## src/rtl/mips_core_pkg.sv

```systemverilog
// Shared core types: address width, branch outcome and the BTB entry layout
// plus its 2-bit saturating counter helper.
package mips_core_pkg;

  localparam int ADDR_WIDTH   = 32;
  localparam int BTB_TAG_BITS = 10;

  typedef enum logic {
    NOT_TAKEN = 1'b0,
    TAKEN     = 1'b1
  } BranchOutcome;

  localparam logic [1:0] BTB_CTR_WEAK_TAKEN   = 2'b10;
  localparam logic [1:0] BTB_CTR_STRONG_TAKEN = 2'b11;

  typedef struct packed {
    logic                    valid;
    logic [BTB_TAG_BITS-1:0] tag;
    logic [ADDR_WIDTH-1:0]   target;
    logic [1:0]              counter;
  } btb_entry_t;

  // Jumps pin the counter at strong-taken; branches saturate in both directions.
  function automatic logic [1:0] btb_ctr_next(input logic [1:0] ctr,
                                              input BranchOutcome outcome,
                                              input logic is_jump);
    if (is_jump) return BTB_CTR_STRONG_TAKEN;
    if (outcome == TAKEN) return (ctr == 2'b11) ? ctr : ctr + 2'd1;
    return (ctr == 2'b00) ? ctr : ctr - 2'd1;
  endfunction

endpackage

```

## src/rtl/branch_target_buffer_flush_walker.sv

```systemverilog
// btb_flush_walker: IDLE/WALK FSM that sweeps every set once, one per cycle,
// raising busy and presenting the set to invalidate.
module btb_flush_walker
  import mips_core_pkg::*;
#(
  parameter int SETS = 16
) (
  input  logic                    clk,
  input  logic                    rst,
  input  logic                    flush,
  output logic                    busy,
  output logic                    clr_en,
  output logic [$clog2(SETS)-1:0] clr_idx
);

  localparam int IDX_BITS = $clog2(SETS);
  localparam int CNT_W    = (IDX_BITS + 1 > 5) ? IDX_BITS + 1 : 5;
  localparam logic [CNT_W-1:0] LAST_SET = CNT_W'(SETS - 1);

  localparam logic [0:0] S_IDLE = 1'b0;
  localparam logic [0:0] S_WALK = 1'b1;

  logic [0:0]       state_q;
  logic [CNT_W-1:0] cnt_q;

  always_ff @(posedge clk) begin
    if (rst) begin
      state_q <= S_IDLE;
      cnt_q   <= '0;
    end else begin
      case (state_q)
        S_IDLE: begin
          if (flush) begin
            state_q <= S_WALK;
            cnt_q   <= '0;
          end
        end
        S_WALK: begin
          // Flush requests arriving mid-walk are dropped.
          if (cnt_q == LAST_SET) begin
            state_q <= S_IDLE;
            cnt_q   <= '0;
          end else begin
            cnt_q <= cnt_q + 1'b1;
          end
        end
        default: state_q <= S_IDLE;
      endcase
    end
  end

  assign busy    = (state_q == S_WALK);
  assign clr_en  = busy;
  assign clr_idx = cnt_q[IDX_BITS-1:0];

endmodule

```

## src/rtl/branch_target_buffer.sv

```systemverilog
// 2-way set-associative branch target buffer with same-cycle lookup and
// flush walk. Optional forwarding of a same-cycle update: BRANCH_TARGET_BUFFER_BYPASS_EN.
module branch_target_buffer
  import mips_core_pkg::*;
#(
  parameter int SETS     = 16,
  parameter int TAG_BITS = BTB_TAG_BITS
) (
  input  logic                  clk,
  input  logic                  rst,
  input  logic                  i_lookup_valid,
  input  logic [ADDR_WIDTH-1:0] i_lookup_pc,
  output logic                  o_hit,
  output BranchOutcome          o_pred,
  output logic [ADDR_WIDTH-1:0] o_target,
  input  logic                  i_upd_valid,
  input  logic [ADDR_WIDTH-1:0] i_upd_pc,
  input  logic [ADDR_WIDTH-1:0] i_upd_target,
  input  BranchOutcome          i_upd_outcome,
  input  logic                  i_upd_is_jump,
  input  logic                  i_flush,
  output logic                  o_busy
);

  localparam int IDX_BITS = $clog2(SETS);
  localparam int TAG_LO   = 2 + IDX_BITS;

  btb_entry_t          table_q [2][SETS];
  logic [SETS-1:0]     lru_q;
  logic                busy;
  logic                clr_en;
  logic [IDX_BITS-1:0] clr_idx;

  btb_flush_walker #(.SETS(SETS)) u_walker (
    .clk     (clk),
    .rst     (rst),
    .flush   (i_flush),
    .busy    (busy),
    .clr_en  (clr_en),
    .clr_idx (clr_idx)
  );

  logic [IDX_BITS-1:0] lk_idx, up_idx;
  logic [TAG_BITS-1:0] lk_tag, up_tag;
  assign lk_idx = i_lookup_pc[2 +: IDX_BITS];
  assign lk_tag = i_lookup_pc[TAG_LO +: TAG_BITS];
  assign up_idx = i_upd_pc[2 +: IDX_BITS];
  assign up_tag = i_upd_pc[TAG_LO +: TAG_BITS];

  logic unused_pc_bits;
  assign unused_pc_bits = ^{i_lookup_pc[1:0], i_lookup_pc[ADDR_WIDTH-1:TAG_LO+TAG_BITS],
                            i_upd_pc[1:0], i_upd_pc[ADDR_WIDTH-1:TAG_LO+TAG_BITS]};

  logic [1:0] lk_match, up_match;
  always_comb begin
    for (int w = 0; w < 2; w++) begin
      lk_match[w] = table_q[w][lk_idx].valid && (table_q[w][lk_idx].tag == lk_tag);
      up_match[w] = table_q[w][up_idx].valid && (table_q[w][up_idx].tag == up_tag);
    end
  end

  logic       up_hit, up_alloc, up_way, up_we;
  logic [1:0] up_ctr;
  always_comb begin
    up_hit   = |up_match;
    up_alloc = !up_hit && ((i_upd_outcome == TAKEN) || i_upd_is_jump);
    up_ctr   = i_upd_is_jump ? BTB_CTR_STRONG_TAKEN : BTB_CTR_WEAK_TAKEN;
    if (up_hit) begin
      up_way = up_match[0] ? 1'b0 : 1'b1;
      up_ctr = btb_ctr_next(table_q[up_way][up_idx].counter, i_upd_outcome, i_upd_is_jump);
    end else if (!table_q[0][up_idx].valid) begin
      up_way = 1'b0;
    end else if (!table_q[1][up_idx].valid) begin
      up_way = 1'b1;
    end else begin
      up_way = lru_q[up_idx];
    end
    up_we = i_upd_valid && !busy && (up_hit || up_alloc);
  end

  // Only valid and LRU are reset; payload fields keep whatever they held.
  always_ff @(posedge clk) begin
    if (rst) begin
      for (int w = 0; w < 2; w++)
        for (int s = 0; s < SETS; s++)
          table_q[w][s].valid <= 1'b0;
      lru_q <= '0;
    end else if (clr_en) begin
      table_q[0][clr_idx].valid <= 1'b0;
      table_q[1][clr_idx].valid <= 1'b0;
    end else if (up_we) begin
      table_q[up_way][up_idx] <= '{valid: 1'b1, tag: up_tag, target: i_upd_target,
                                   counter: up_ctr};
      lru_q[up_idx]           <= ~up_way;
    end
  end

  always_comb begin
    o_hit    = 1'b0;
    o_pred   = NOT_TAKEN;
    o_target = '0;
    if (i_lookup_valid && !busy) begin
      if (lk_match[0]) begin
        o_hit    = 1'b1;
        o_pred   = table_q[0][lk_idx].counter[1] ? TAKEN : NOT_TAKEN;
        o_target = table_q[0][lk_idx].target;
      end else if (lk_match[1]) begin
        o_hit    = 1'b1;
        o_pred   = table_q[1][lk_idx].counter[1] ? TAKEN : NOT_TAKEN;
        o_target = table_q[1][lk_idx].target;
      end
`ifdef BRANCH_TARGET_BUFFER_BYPASS_EN
      if (up_we && (up_idx == lk_idx) && (up_tag == lk_tag)) begin
        o_hit    = 1'b1;
        o_pred   = up_ctr[1] ? TAKEN : NOT_TAKEN;
        o_target = i_upd_target;
      end
`endif
    end
  end

  assign o_busy = busy;

endmodule
```

## config.mk

```make
export PLATFORM = sky130hd
export DESIGN_NAME = branch_target_buffer
export DESIGN_NICKNAME = d
export VERILOG_FILES = /design/src/rtl/mips_core_pkg.sv /design/src/rtl/branch_target_buffer_flush_walker.sv /design/src/rtl/branch_target_buffer.sv
export SDC_FILE = /design/constraint.sdc
export NUM_CORES = 1
export LEC_CHECK = 0
export CAP_MARGIN = 20
export CELL_PAD_IN_SITES_DETAIL_PLACEMENT = 1
export CELL_PAD_IN_SITES_GLOBAL_PLACEMENT = 1
export CORE_ASPECT_RATIO = 2
export CORE_MARGIN = 4
export CORE_UTILIZATION = 59
export DETAILED_ROUTE_END_ITERATION = 10
export PLACE_DENSITY_LB_ADDON = 0.1
export SLEW_MARGIN = 5
export SYNTH_ARGS = -nofsm -noshare
export SYNTH_HDL_FRONTEND = slang
export SYNTH_HIERARCHICAL = 1
export SYNTH_SLANG_ARGS = --single-unit
```

## constraint.sdc

```tcl
create_clock -name clk -period 13.7 [get_ports clk]
set_clock_uncertainty 0.15 [all_clocks]
set_input_delay 4.11 -clock clk [delete_from_list [all_inputs] [get_ports clk]]
set_output_delay 4.11 -clock clk [all_outputs]
set_load 0.01 [all_outputs]
```

=== Word-level counts from Yosys, hierarchy flattened ===
Memories as Yosys holds them, arrays and structs flattened.
Cells that the tools add are included.

* Bits in registers: 22
* Memory bits (writable): 1440
* Bits of input ports: 103
* Output and inout bits: 35
* Logic and storage cells: 179
* Memories kept: 1

{| class="wikitable"
|+ Memory list
! name !! words !! bits a word !! read ports !! clocked after Yosys merged registers in !! write ports !! line !! source
|-
| table_q || 2 || 720 || 3 || 0 || 2 || branch_target_buffer.sv:28 || <nowiki>btb_entry_t table_q [2][SETS];</nowiki>
|}

* Add/sub/neg operators: 3
* $lt $le $gt $ge: 7
* Equality and inequality tests: 7
* Mux-type cells: 102
* Bitwise operators: 37
* Reductions and logical operators: 19

{| class="wikitable"
|+ Operators by type and width
! kind !! number
|-
| 720-bit two-way mux || 4
|-
| 45-bit binary-select mux with 4-bit select || 5
|-
| 720-bit OR reduction || 1
|-
| 45-bit two-way mux || 10
|-
| 45-bit demux with 4-bit select || 2
|-
| 32-bit two-way mux || 3
|-
| 1-bit two-way mux || 62
|-
| 10-bit == test || 4
|-
| 1-bit OR || 32
|-
| 2-bit two-way mux || 9
|-
| 16-bit bitwise mux || 1
|-
| 5-bit greater-or-equal comparator (second input constant) || 3
|-
| 4-bit inverter with 5-bit output || 3
|-
| 1-bit logical AND || 11
|-
| 5-bit by 1-bit less-than comparator with 1-bit output (second input constant) || 2
|-
| 5-bit two-way mux || 2
|-
| 5-bit one-hot mux with 2 select lines || 1
|-
| 5-bit by 1-bit adder with 5-bit output (second input constant) || 1
|-
| 5-bit by 4-bit == test with 1-bit output (second input constant) || 1
|-
| 4-bit by 5-bit less-than comparator with 1-bit output (second input constant) || 1
|-
| 1-bit binary-select mux with 4-bit select || 1
|-
| 1-bit demux with 4-bit select || 1
|-
| 4-bit by 1-bit greater-or-equal comparator with 1-bit output (second input constant) || 1
|-
| 2-bit by 1-bit adder with 2-bit output (second input constant) || 1
|-
| other kinds (10) || 13
|}

=== Logic depth before layout (Yosys ltp) ===
Gate-level depths: netlist (run 1).
An unclocked memory read counts as a cell.

* Word-level depth: 18
* Depth in mapped cells: 16
* Mapped depth without buffers: 11

=== Modules after synthesis ===
Netlist (run 1), hierarchy kept.

{| class="wikitable"
|+ By module, submodules not included
! module !! instances !! cells an instance !! area an instance (um^2) !! seq. area each (um^2)
|-
| branch_target_buffer || 1 || 2739 || 60250.3 || 43561.8
|-
| btb_flush_walker || 1 || 35 || 300.3 || 120.1
|}

=== Least setup slack after synthesis (run 1) ===
No wires, ideal clock.

* Path type: input to output
* Start point: input i_lookup_pc[2]
* End point: output o_target[10]
* Arrival time: 7.312 ns
* Data required time: 9.440 ns
* Setup slack: 2.128 ns
* Cell stages on the path: 10
* Path buffers: 3
* Path through: buf_2 -> buf_1 -> mux4_2 -> mux4_2 -> xnor2_1 -> nand2_1 -> nor4_2 -> buf_2 -> mux2i_1 -> nor2_1

* Cells in the longest elaborated chain, start to end: 9
* Elaborated cells on any way between the ends: 14
* Classes of those cells: eq/ne (2); mux (9); bitwise (1); reduce/logical (2)

{| class="wikitable"
|+ RTL lines
! what !! line !! source
|-
| start: declaration || branch_target_buffer.sv:12 || <nowiki>input logic [ADDR_WIDTH-1:0] i_lookup_pc,</nowiki>
|-
| 4-bit inverter with 5-bit output (implied by the code) (*) || branch_target_buffer.sv:57, branch_target_buffer.sv:106, branch_target_buffer.sv:110 ||
|-
| 45-bit binary-select mux with 4-bit select || branch_target_buffer.sv:57, branch_target_buffer.sv:110 ||
|-
| 45-bit two-way mux (implied by the code) (2 in a row) || branch_target_buffer.sv:110 || <nowiki>o_target = table_q[1][lk_idx].target;</nowiki>
|-
| 10-bit == test || branch_target_buffer.sv:57 || <nowiki>lk_match[w] = table_q[w][lk_idx].valid && (table_q[w][lk_idx].tag == lk_tag);</nowiki>
|-
| 1-bit logical AND || branch_target_buffer.sv:57 ||
|-
| 32-bit two-way mux || branch_target_buffer.sv:107 || <nowiki>end else if (lk_match[1]) begin</nowiki>
|-
| 32-bit two-way mux (*) || branch_target_buffer.sv:103 || <nowiki>if (lk_match[0]) begin</nowiki>
|-
| 32-bit two-way mux (*) || branch_target_buffer.sv:102 || <nowiki>if (i_lookup_valid && !busy) begin</nowiki>
|-
| end: declaration || branch_target_buffer.sv:15 || <nowiki>output logic [ADDR_WIDTH-1:0] o_target,</nowiki>
|}

Every way passes the cells marked *; elsewhere a longest branch is shown, timed or not. The select of a mux whose other input is x is not followed.

=== Final worst setup path (run 1) ===
* Start point: input i_lookup_pc[2]
* End point: output o_target[30]

Same word-level chain as after synthesis.

==> summary.md, run 1 <==
| Metric | Value |
|---|---|
| Placed cell count | `4137` |
| GR Util All Layers | `32.6%` |
| First-pass GRT wire length | `245000 µm` |
| Worst slew margin | `20.7%` |
| Router iterations before antenna repair | `5` |
| Final Hold Vio Count | `0` |
| Post-DP Area | `0.0636 mm²` |
| Met3 usage | `5.08%` |
| Worst Hold End | `lru_q[0]$_SDFFE_PP0P_` |
| GR peak layer | `met2` |
| CTS Root Cell | `clkbuf_16` |
| Synth Warn # | `6` |
| Post-synthesis cell type count | `81` |
| Synth top area share | `71.4%` |
| CTS tree | `done` |
| IR drop worst, VDD | `0.000128 V` |
| Setup TNS | `0 ns` |
| M1 GR Usage | `41.7%` |
| Final nets | `3030` |
| M2 GR Usage | `55.1%` |
| Avg WL per Cell | `39.2 µm` |
| Post-synth EDFFs | `1440` |
| Initial DRC count | `3766` |
| Max-cap viol count | `0` |
| Final Core Density | `66.6%` |
| Slew Viols, Final | `0` |
| Final WS setup | `0.783 ns` |
| Critical path capture point type | `output pin` |
| RSZ-0062 raised after global routing | `no` |
| Most frequent cells in the layout | `edfxtp_1 (1440), mux4_2 (540), clkbuf_16 (122), nor2_1 (102), clkdlybuf4s50_1 (94)` |
| DR DRC count | `0` |
| Mapped cell area | `0.0606 mm²` |
| Reg clk slew, reported paths | `0.07 ns` |
| Ratio of cells with drive above 1 in the final layout | `30.3%` |
| Setup violators final | `0` |
| CTS Hold Bufs | `0` |
| Io pins | `138` |
| Startpoint Class | `input pin` |
| Die Width | `235 µm` |
| Max Buffers Root-to-Sink | `3` |
| Syn-to-layout area delta | `12.4%` |
| Grt total ovfl | `0` |
| Htree depth | `3` |
| # resized after CTS | `0` |
| Leakage | `21.1 nW` |
| WP data required | `9.44 ns` |
| Reg-to-Reg Start | `table_q[0][624]$_DFFE_PP_` |
| Syn Nets | `2878` |
| Reg2Reg Depth | `10` |
| Fin crit share | `94.3%` |
| CTS Buf Count | `120` |
| Outcome | `finished clean` |
| Die area | `0.108 mm²` |
| FFs w/ async S/R, synth | `0%` |
| Initial core utilization | `59.3%` |
| Cell Count, Final, Fillers Out | `4374` |
| Critical Path Source | `i_lookup_pc[2]` |
| Crit Path Max Fanout | `31` |
| Max Freq | `0.0774 GHz` |
| Sequential-to-total area share from yosys stat | `72.1%` |
| Post-CTS Setup Bufs | `0` |
| Final Wtd Congestion | `0.860` |
| Clock latency on the worst-skew pair | `0.74 ns` |
| Worst Min Path Start | `lru_q[0]$_SDFFE_PP0P_` |
| Synthesized flop and latch total | `1462` |
| HPWL after DPL | `97300 µm` |
| HP Class | `register to register` |
| Final Cell Area | `0.0681 mm²` |
| Vias per inst | `7.15` |
| Number of global-route vias before repair | `33400` |
| DR vias | `31300` |
| Largest net degree at the start of global routing | `125` |
| Placeable Area | `0.102 mm²` |
| Top post-synthesis cells by area | `edfxtp_1 (71%), mux4_2 (20%), mux2i_1 (1.1%), nor2_1 (0.84%), dfxtp_1 (0.73%)` |
| Synth Flop Type | `edfxtp_1` |
| Commonest non-fill, non-tap cell in the layout | `edfxtp_1` |
| Post-Synthesis Cells | `2774` |
| Initial antenna violation count | `2` |
| FF-to-FF setup slack | `7.55 ns` |
| Power Density | `133 mW/mm²` |
| Worst path arrival time | `8.66 ns` |
| Worst hold path depth | `2` |
| Die Y | `461 µm` |
| Worst hold margin | `0.342 ns` |
| Syn_area_per_cell | `21.8 µm²` |
| Crit Path Category | `input pin to output pin` |
| Clock sink count | `1462` |
| Worst Tran Pin Value | `1.18 ns` |
| Total design power | `9.08 mW` |
| Total length of routed wires | `172000 µm` |
| Endpoint of the most critical register-to-register path | `table_q[0][243]$_DFFE_PP_` |
| I/O Buffers | `101` |
| Antenna viol nets, final | `0` |
| Pre-CTS setup slack | `0.791 ns` |
| Period minus WS final | `12.92 ns` |
| Area leader, netlist | `edfxtp_1` |
| Site Rows | `166` |
[cell usage after synthesis, types with 3 or more instances]
library cell / n
inv_1: 13
buf_1: 22
nor2_1: 135
buf_2: 40
mux2_2: 7
buf_4: 12
xnor2_1: 43
edfxtp_1: 1440
a22oi_1: 6
o22ai_1: 7
nand2_1: 34
mux4_2: 540
a2111oi_0: 4
and2_1: 40
a21oi_1: 24
nand2_2: 3
a221oi_1: 3
nor2b_1: 12
or3_1: 7
clkbuf_1: 94
a22o_1: 5
buf_6: 8
nor3_1: 12
a211oi_1: 3
dfxtp_1: 22
a311oi_1: 17
nand3_1: 14
a31oi_1: 5
o21ai_0: 34
nand4b_1: 3
o21ai_1: 9
nand3b_1: 5
mux2i_1: 67
nor4_1: 4
nand2b_1: 10
nor3b_1: 5
nand4_1: 6
[per-layer routing]
layer / up-vias / wire (µm) / share of wire, %
li1: 12100 / - / -
met1: 16800 / 59400 / 35
met2: 1872 / 89600 / 52
met3: 440 / 12700 / 7.4
met4: 0 / 9810 / 5.7
met5: - / 0 / 0
[where the power goes]
part | switching [mW] | total [mW] | internal, mW
clock | 1.62 | 3.71 | 2.09
sequential | 0.00674 | 4.89 | 4.89
combinational | 0.278 | 0.479 | 0.201
[area by class of cell]
class / count / area (µm²)
fillers: 8090 / 34100
multi-input cells: 1119 / 16300
clock buffers: 132 / 3100
inverters: 14 / 52.6
flip-flops and latches: 1462 / 43700
diodes: 1 / 2.50
repair buffers: 209 / 2160
clock inverters: 93 / 1150
well taps: 1344 / 1680
[how the worst max path moves through the flow]
stage                              end  slack (ns)  depth (start not counted)
final                     o_target[30]        0.78                         11
after CTS                 o_target[30]        0.79                         11
after floorplan           o_target[10]        2.13                         10
after global routing      o_target[30]        0.55                         11
after global placement     o_target[7]        0.91                         11
after detailed placement  o_target[30]        0.79                         11
[state kept, by name (all words and copies together) (netlist names)]
| signal | flops |
|---|---|
| u_walker/busy | 1 |
| lru_q | 16 |
| u_walker/cnt_q | 5 |
| table_q | 1440 |
[critical path, stage by stage]
cell and delay (ns):
buf_8 0.33, buf_4 0.44, mux4_2 0.56, mux4_2 0.62
xnor2_1 0.24, nand4_1 0.12, nor4b_1 0.56, o21ai_4 0.43
buf_4 0.39, nor2_1 0.17, clkdlybuf4s50_1 0.58
[cells by family after synthesis]
family	after synthesis	share of synthesized area [%]
AOI/OAI and AO/OA	143	1.63
muxes	617	21.4
and+or+nand+nor	313	2.64
DFF	1462	72.1
xor gates and xnor gates	45	0.651
buffers and inverters	193	1.49
adders and majority gates	1	0.0207
No activity file was read; power rests on OpenSTA's default activity.
==> run 2: changes to the inputs <==
--- a/config.mk
+++ b/config.mk
@@ -9,7 +9,7 @@
 export CELL_PAD_IN_SITES_DETAIL_PLACEMENT = 1
 export CELL_PAD_IN_SITES_GLOBAL_PLACEMENT = 1
 export CORE_ASPECT_RATIO = 2
-export CORE_MARGIN = 4
+export CORE_MARGIN = 5
 export CORE_UTILIZATION = 59
 export DETAILED_ROUTE_END_ITERATION = 10
 export PLACE_DENSITY_LB_ADDON = 0.1
==> run 2 against run 1 <==
- sequential share of layout area is 0.31 points higher
- first-iteration DRC count down 3.5%
- critical endpoint is now o_target[1]
- largest power group unchanged
- cell count up 0.16%
==> summary.md, run 2 (synthesized netlist as in run 1, its figures left out) <==
| Metric | Value |
|---|---|
| Vias per inst | `7.16` |
| Part of the power in combinational logic | `5.3%` |
| Die area | `0.110 mm²` |
| CTS Buf Count | `120` |
| Sequential group share of total power | `54.7%` |
| Setup violators final | `0` |
| Pint | `7.03 mW` |
| WP data required | `9.44 ns` |
| CTS Root Cell | `clkbuf_16` |
| Initial core utilization | `59.3%` |
| Post-CTS Setup Bufs | `0` |
| HPWL after DPL | `101000 µm` |
| Leakage | `21.0 nW` |
| Site Rows | `166` |
| Total length of routed wires | `172000 µm` |
| CTS Hold Bufs | `0` |
| Final WS setup | `0.788 ns` |
| Router iterations before antenna repair | `8` |
| Commonest non-fill, non-tap cell in the layout | `edfxtp_1` |
| Initial antenna violation count | `3` |
| Final Wtd Congestion | `0.852` |
| # resized after CTS | `0` |
| HP Class | `register to register` |
| Worst slew margin | `19.3%` |
| Clock latency on the worst-skew pair | `0.76 ns` |
| Worst Tran Pin Value | `1.21 ns` |
| Max-cap viol count | `0` |
| Reg clk slew, reported paths | `0.07 ns` |
| Antenna viol nets, final | `0` |
| Switch Pwr | `1.92 mW` |
| Clock sink count | `1462` |
| Grt total ovfl | `0` |
| Initial DRC count | `3634` |
| Period minus WS final | `12.91 ns` |
| Worst path arrival time | `8.65 ns` |
| Most flops, register | `table_q` |
| IR drop worst, VDD | `0.000125 V` |
| Htree depth | `3` |
| Power Density | `132 mW/mm²` |
| Fin crit share | `94.3%` |
| Fillers | `8081` |
| Crit Path Category | `input pin to output pin` |
| Placeable Area | `0.102 mm²` |
| Setup TNS | `0 ns` |
| Max Buffers Root-to-Sink | `3` |
| Avg WL per Cell | `39.3 µm` |
| Outcome | `finished clean` |
| Number of global-route vias before repair | `33600` |
| RSZ-0062 raised after global routing | `no` |
| Largest net degree at the start of global routing | `82` |
| Max reg flops | `1440` |
| DR vias | `31400` |
| Most frequent cells in the layout | `edfxtp_1 (1440), mux4_2 (540), clkbuf_16 (123), nor2_1 (102), buf_4 (100)` |
| Final Hold Vio Count | `0` |
| I/O Buffers | `101` |
| Io pins | `138` |
| Pre-CTS setup slack | `0.883 ns` |
| Die Width | `237 µm` |
| Max Freq | `0.0774 GHz` |
| Syn-to-layout area delta | `11.9%` |
| Switching Fraction | `21.4%` |
| Final Core Density | `66.3%` |
| Startpoint Class | `input pin` |
| Slew Viols, Final | `0` |
| CTS tree | `done` |
| Die Y | `463 µm` |
| Ratio of cells with drive above 1 in the final layout | `30.2%` |
| GR Util All Layers | `31.7%` |
| Critical path capture point type | `output pin` |
| Clk pwr share | `40.1%` |
| DR DRC count | `0` |
| Final nets | `3033` |
| Crit Path Max Fanout | `37` |
| First-pass GRT wire length | `247000 µm` |
| Largest registers | `table_q: 1440 flops, lru_q: 16 flops, u_walker/cnt_q: 5 flops` |
-- run 2: changes by cell type in the layout (fill, tap and decap cells not counted), moves of 3 or more --
cell,previous run,this run
buf_4,83,100
buf_16,4,0
bufinv_16,24,16
clkinvlp_4,17,9
buf_12,16,11
clkinv_1,16,24
buf_8,8,5
clkinv_4,6,9
clkinv_2,27,35
-- run 2: path summary, 6_finish.rpt --
| path | start | to | slack [ns] | cells past startpoint |
|---|---|---|---|---|
| max | i_lookup_pc[2] | o_target[1] | 0.79 | 11 |
| min | lru_q[4]$_SDFFE_PP0P_ | lru_q[4]$_SDFFE_PP0P_ | 0.34 | 2 |
| max reg2reg | table_q[0][624]$_DFFE_PP_ | table_q[0][615]$_DFFE_PP_ | 7.55 | 11 |
| min reg2reg | lru_q[4]$_SDFFE_PP0P_ | lru_q[4]$_SDFFE_PP0P_ | 0.34 | 2 |
-- run 2: critical path, cell delays in order --
cell and delay [ns]:
buf_8 0.35, buf_12 0.35, mux4_2 0.55, mux4_2 0.55, xnor2_1 0.25, nand4_1 0.12
nor4b_1 0.55, o21ai_4 0.40, buf_4 0.37, nor2_1 0.33, clkdlybuf4s50_1 0.61
-- run 2: power groups by stage --
stage / Clock [mW] / Combinational, mW / Sequential [mW]
after detailed placement: 0 / 0.472 / 4.99
after CTS: 3.62 / 0.474 / 4.89
after global placement: 0 / 0.460 / 4.99
after floorplan: 0 / 0.312 / 4.99
after global routing: 3.84 / 0.493 / 4.89
final: 3.59 / 0.473 / 4.89
-- run 2: stage by stage --
stage / total power [mW] / hold slack (ns) / instance area, µm² / cells
global route: 9.23 / 0.380 / 67700 / 4379
floorplan: 5.30 / 0.301 / 60600 / 2774
global placement: 5.45 / 0.316 / 63600 / 4146
detailed placement: 5.46 / 0.334 / 63600 / 4149
finish: 8.95 / 0.342 / 67800 / 4381
CTS: 8.99 / 0.343 / 67700 / 4376
-- run 2: area by class of cell --
class | count | area, µm² | share of cell area, %
inverters | 14 | 52.6 | 0.0776
multi-input cells | 1119 | 16300 | 24.0
well taps | 1344 | 1680 | 2.48
diodes | 3 | 7.51 | 0.0111
repair buffers | 212 | 2010 | 2.96
clock buffers | 131 | 3110 | 4.59
flip-flops and latches | 1462 | 43700 | 64.5
clock inverters | 96 | 963 | 1.42
-- run 2: routing by layer --
layer | global-route usage, % | part of all wire, %
met5 | 0 | 0.020
met4 | 15.9 | 6.2
met3 | 4.74 | 7.3
met2 | 54.9 | 53
met1 | 39.2 | 34
==> run 3: changes to the inputs <==
--- a/config.mk
+++ b/config.mk
@@ -12,7 +12,9 @@
 export CORE_MARGIN = 5
 export CORE_UTILIZATION = 59
 export DETAILED_ROUTE_END_ITERATION = 10
+export HOLD_SLACK_MARGIN = 0.06
 export PLACE_DENSITY_LB_ADDON = 0.1
+export RECOVER_POWER = 50
 export SLEW_MARGIN = 5
 export SYNTH_ARGS = -nofsm -noshare
 export SYNTH_HDL_FRONTEND = slang
==> run 3 against run 2 <==
- the run now ends with max-capacitance violations, max-slew violations left
- fmax shrank 4.0%
- sequential power is essentially flat
- sequential cell count is the same
- highest routed layer unchanged
- setup slack lost 0.53 ns
- cell count is essentially flat
- register-to-register slack lost 0.78 ns
==> summary.md, run 3 (synthesized netlist as in run 1, its figures left out) <==
| Metric | Value |
|---|---|
| Outcome | `finished with violations` |
| Failing checks | `max-capacitance violations, max-slew violations` |
| Die area | `0.110 mm²` |
| Worst slew margin | `-99.7%` |
| Final Wtd Congestion | `0.852` |
| Slew Viols, Final | `470` |
| Initial antenna violation count | `3` |
| IR drop worst, VDD | `0.000125 V` |
| Number of global-route vias before repair | `33600` |
| Crit-path max cell delay | `1.71 ns` |
| Crit Path Max Fanout | `32` |
| Fin crit share | `98.1%` |
| I/O Buffers | `101` |
| CP Cell Sequence | `dlygate4sd3_1 > clkbuf_1 > inv_1 > clkbuf_1 > mux4_2 > xnor2_1 > nand4_1 > or4_1 > nand2_1 > nand2_1 > or3_1 > nor2_2 > buf_4` |
| Most flops, register | `table_q` |
| HP Class | `register to register` |
| WP data required | `13.95 ns` |
| Power Density | `133 mW/mm²` |
| Largest net degree at the start of global routing | `82` |
| Final Hold Vio Count | `0` |
| Ratio of cells with drive above 1 in the final layout | `28.9%` |
| RSZ-0062 raised after global routing | `no` |
| CTS Hold Bufs | `0` |
| Max reg flops | `1440` |
| Slowest library cell on the worst path | `clkbuf_1` |
| Max Buffers Root-to-Sink | `3` |
| Reg2Reg Depth | `10` |
| Grt total ovfl | `0` |
| Total design power | `8.94 mW` |
| Worst path arrival time | `13.69 ns` |
| Worst hold path depth | `2` |
| Register area | `0.0437 mm²` |
| Most frequent cells in the layout | `edfxtp_1 (1440), mux4_2 (540), clkbuf_16 (123), nor2_1 (106), clkdlybuf4s50_1 (92)` |
| Htree depth | `3` |
| Setup TNS | `0 ns` |
| Startpoint Class | `input pin` |
| Leakage | `20.9 nW` |
| Crit Path Category | `input pin to register` |
| Period minus WS final | `13.45 ns` |
| Critical path capture point type | `register` |
| Setup violators final | `0` |
| Avg WL per Cell | `39.3 µm` |
| Worst path top cell family by delay | `buffers and inverters` |
| Clock latency on the worst-skew pair | `0.76 ns` |
| Final WS setup | `0.254 ns` |
| DR DRC count | `0` |
| Max Freq | `0.0744 GHz` |
| Worst Tran Pin Value | `3.00 ns` |
| Commonest non-fill, non-tap cell in the layout | `edfxtp_1` |
| Pre-CTS setup slack | `0.883 ns` |
| Io pins | `138` |
| Clock sink count | `1462` |
| Max-cap viol count | `15` |
| Initial core utilization | `59.3%` |
| CTS tree | `done` |
| First-pass GRT wire length | `247000 µm` |
| Router iterations before antenna repair | `5` |
| Total length of routed wires | `172000 µm` |
| Critical path depth | `13` |
| Bufs and invs on worst path | `5` |
| Area of the multi-input gates | `0.0161 mm²` |
| Die Width | `237 µm` |
| Reg clk slew, reported paths | `0.07 ns` |
| Site Rows | `166` |
| Antenna viol nets, final | `0` |
| Final nets | `3033` |
| Largest registers | `table_q: 1440 flops, lru_q: 16 flops, u_walker/cnt_q: 5 flops` |
| Vias per inst | `7.14` |
| HPWL after DPL | `101000 µm` |
| # resized after CTS | `0` |
| DR vias | `31300` |
| Placeable Area | `0.102 mm²` |
| GR Util All Layers | `31.7%` |
| Die Y | `463 µm` |
| Final Core Density | `66.0%` |
| Initial DRC count | `3572` |
| Post-CTS Setup Bufs | `0` |
| CTS Buf Count | `120` |
| Fillers | `8125` |
| CTS Root Cell | `clkbuf_16` |
| Worst hold margin | `0.346 ns` |
| Syn-to-layout area delta | `11.4%` |
==> run 3: cell count changes in the layout (fill, tap and decap cells not counted), moves of 4 or more <==
cell	before	now
and2_0	0	5
and2_1	40	35
buf_12	11	5
buf_4	100	67
clkbuf_1	8	30
clkbuf_2	0	15
nor2_1	102	106
nor2_2	0	6
nor2_4	33	23
nor3_1	8	12
nor3_2	5	1
o21ai_0	34	40
o21ai_1	8	3
==> run 3: where the power goes <==
part	internal, mW	switching (mW)
Combinational	0.197	0.272
Clock	1.95	1.63
Sequential	4.89	0.00682
==> run 3: through the flow <==
step                instances  cell area [µm²]
global placement         4146            63600
floorplan                2774            60600
global route             4379            67400
detailed placement       4149            63600
CTS                      4376            67700
finish                   4380            67400
==> run 3: worst paths after layout <==
kind	from	to	slack, ns
setup / recovery	i_upd_pc[5]	table_q[1][276]$_DFFE_PP_	0.25
hold / removal	lru_q[4]$_SDFFE_PP0P_	lru_q[4]$_SDFFE_PP0P_	0.35
setup reg to reg	table_q[1][398]$_DFFE_PP_	table_q[1][276]$_DFFE_PP_	6.77
hold reg to reg	lru_q[4]$_SDFFE_PP0P_	lru_q[4]$_SDFFE_PP0P_	0.35
==> run 3: layout make-up <==
cell class	count	share of cell area [%]
multi-input cells	1119	23.9
diodes	2	0.00742
flip-flops and latches	1462	64.8
inverters	14	0.0779
repair buffers	212	2.65
well taps	1344	2.49
clock inverters	96	1.43
clock buffers	131	4.61
==> run 3: layer usage <==
metal  track usage [%]  wire (µm)
met1              39.2      58100
met5                 0         34
met2              54.9      91500
met3              4.74      12600
met4              15.9       9950
==> run 3: tightest hold or removal path, delay by kind of cell, from the launching register on <==
kind | cells | cell delay (ns)
flops | 1 | 0.31
compound gates | 2 | 0.14
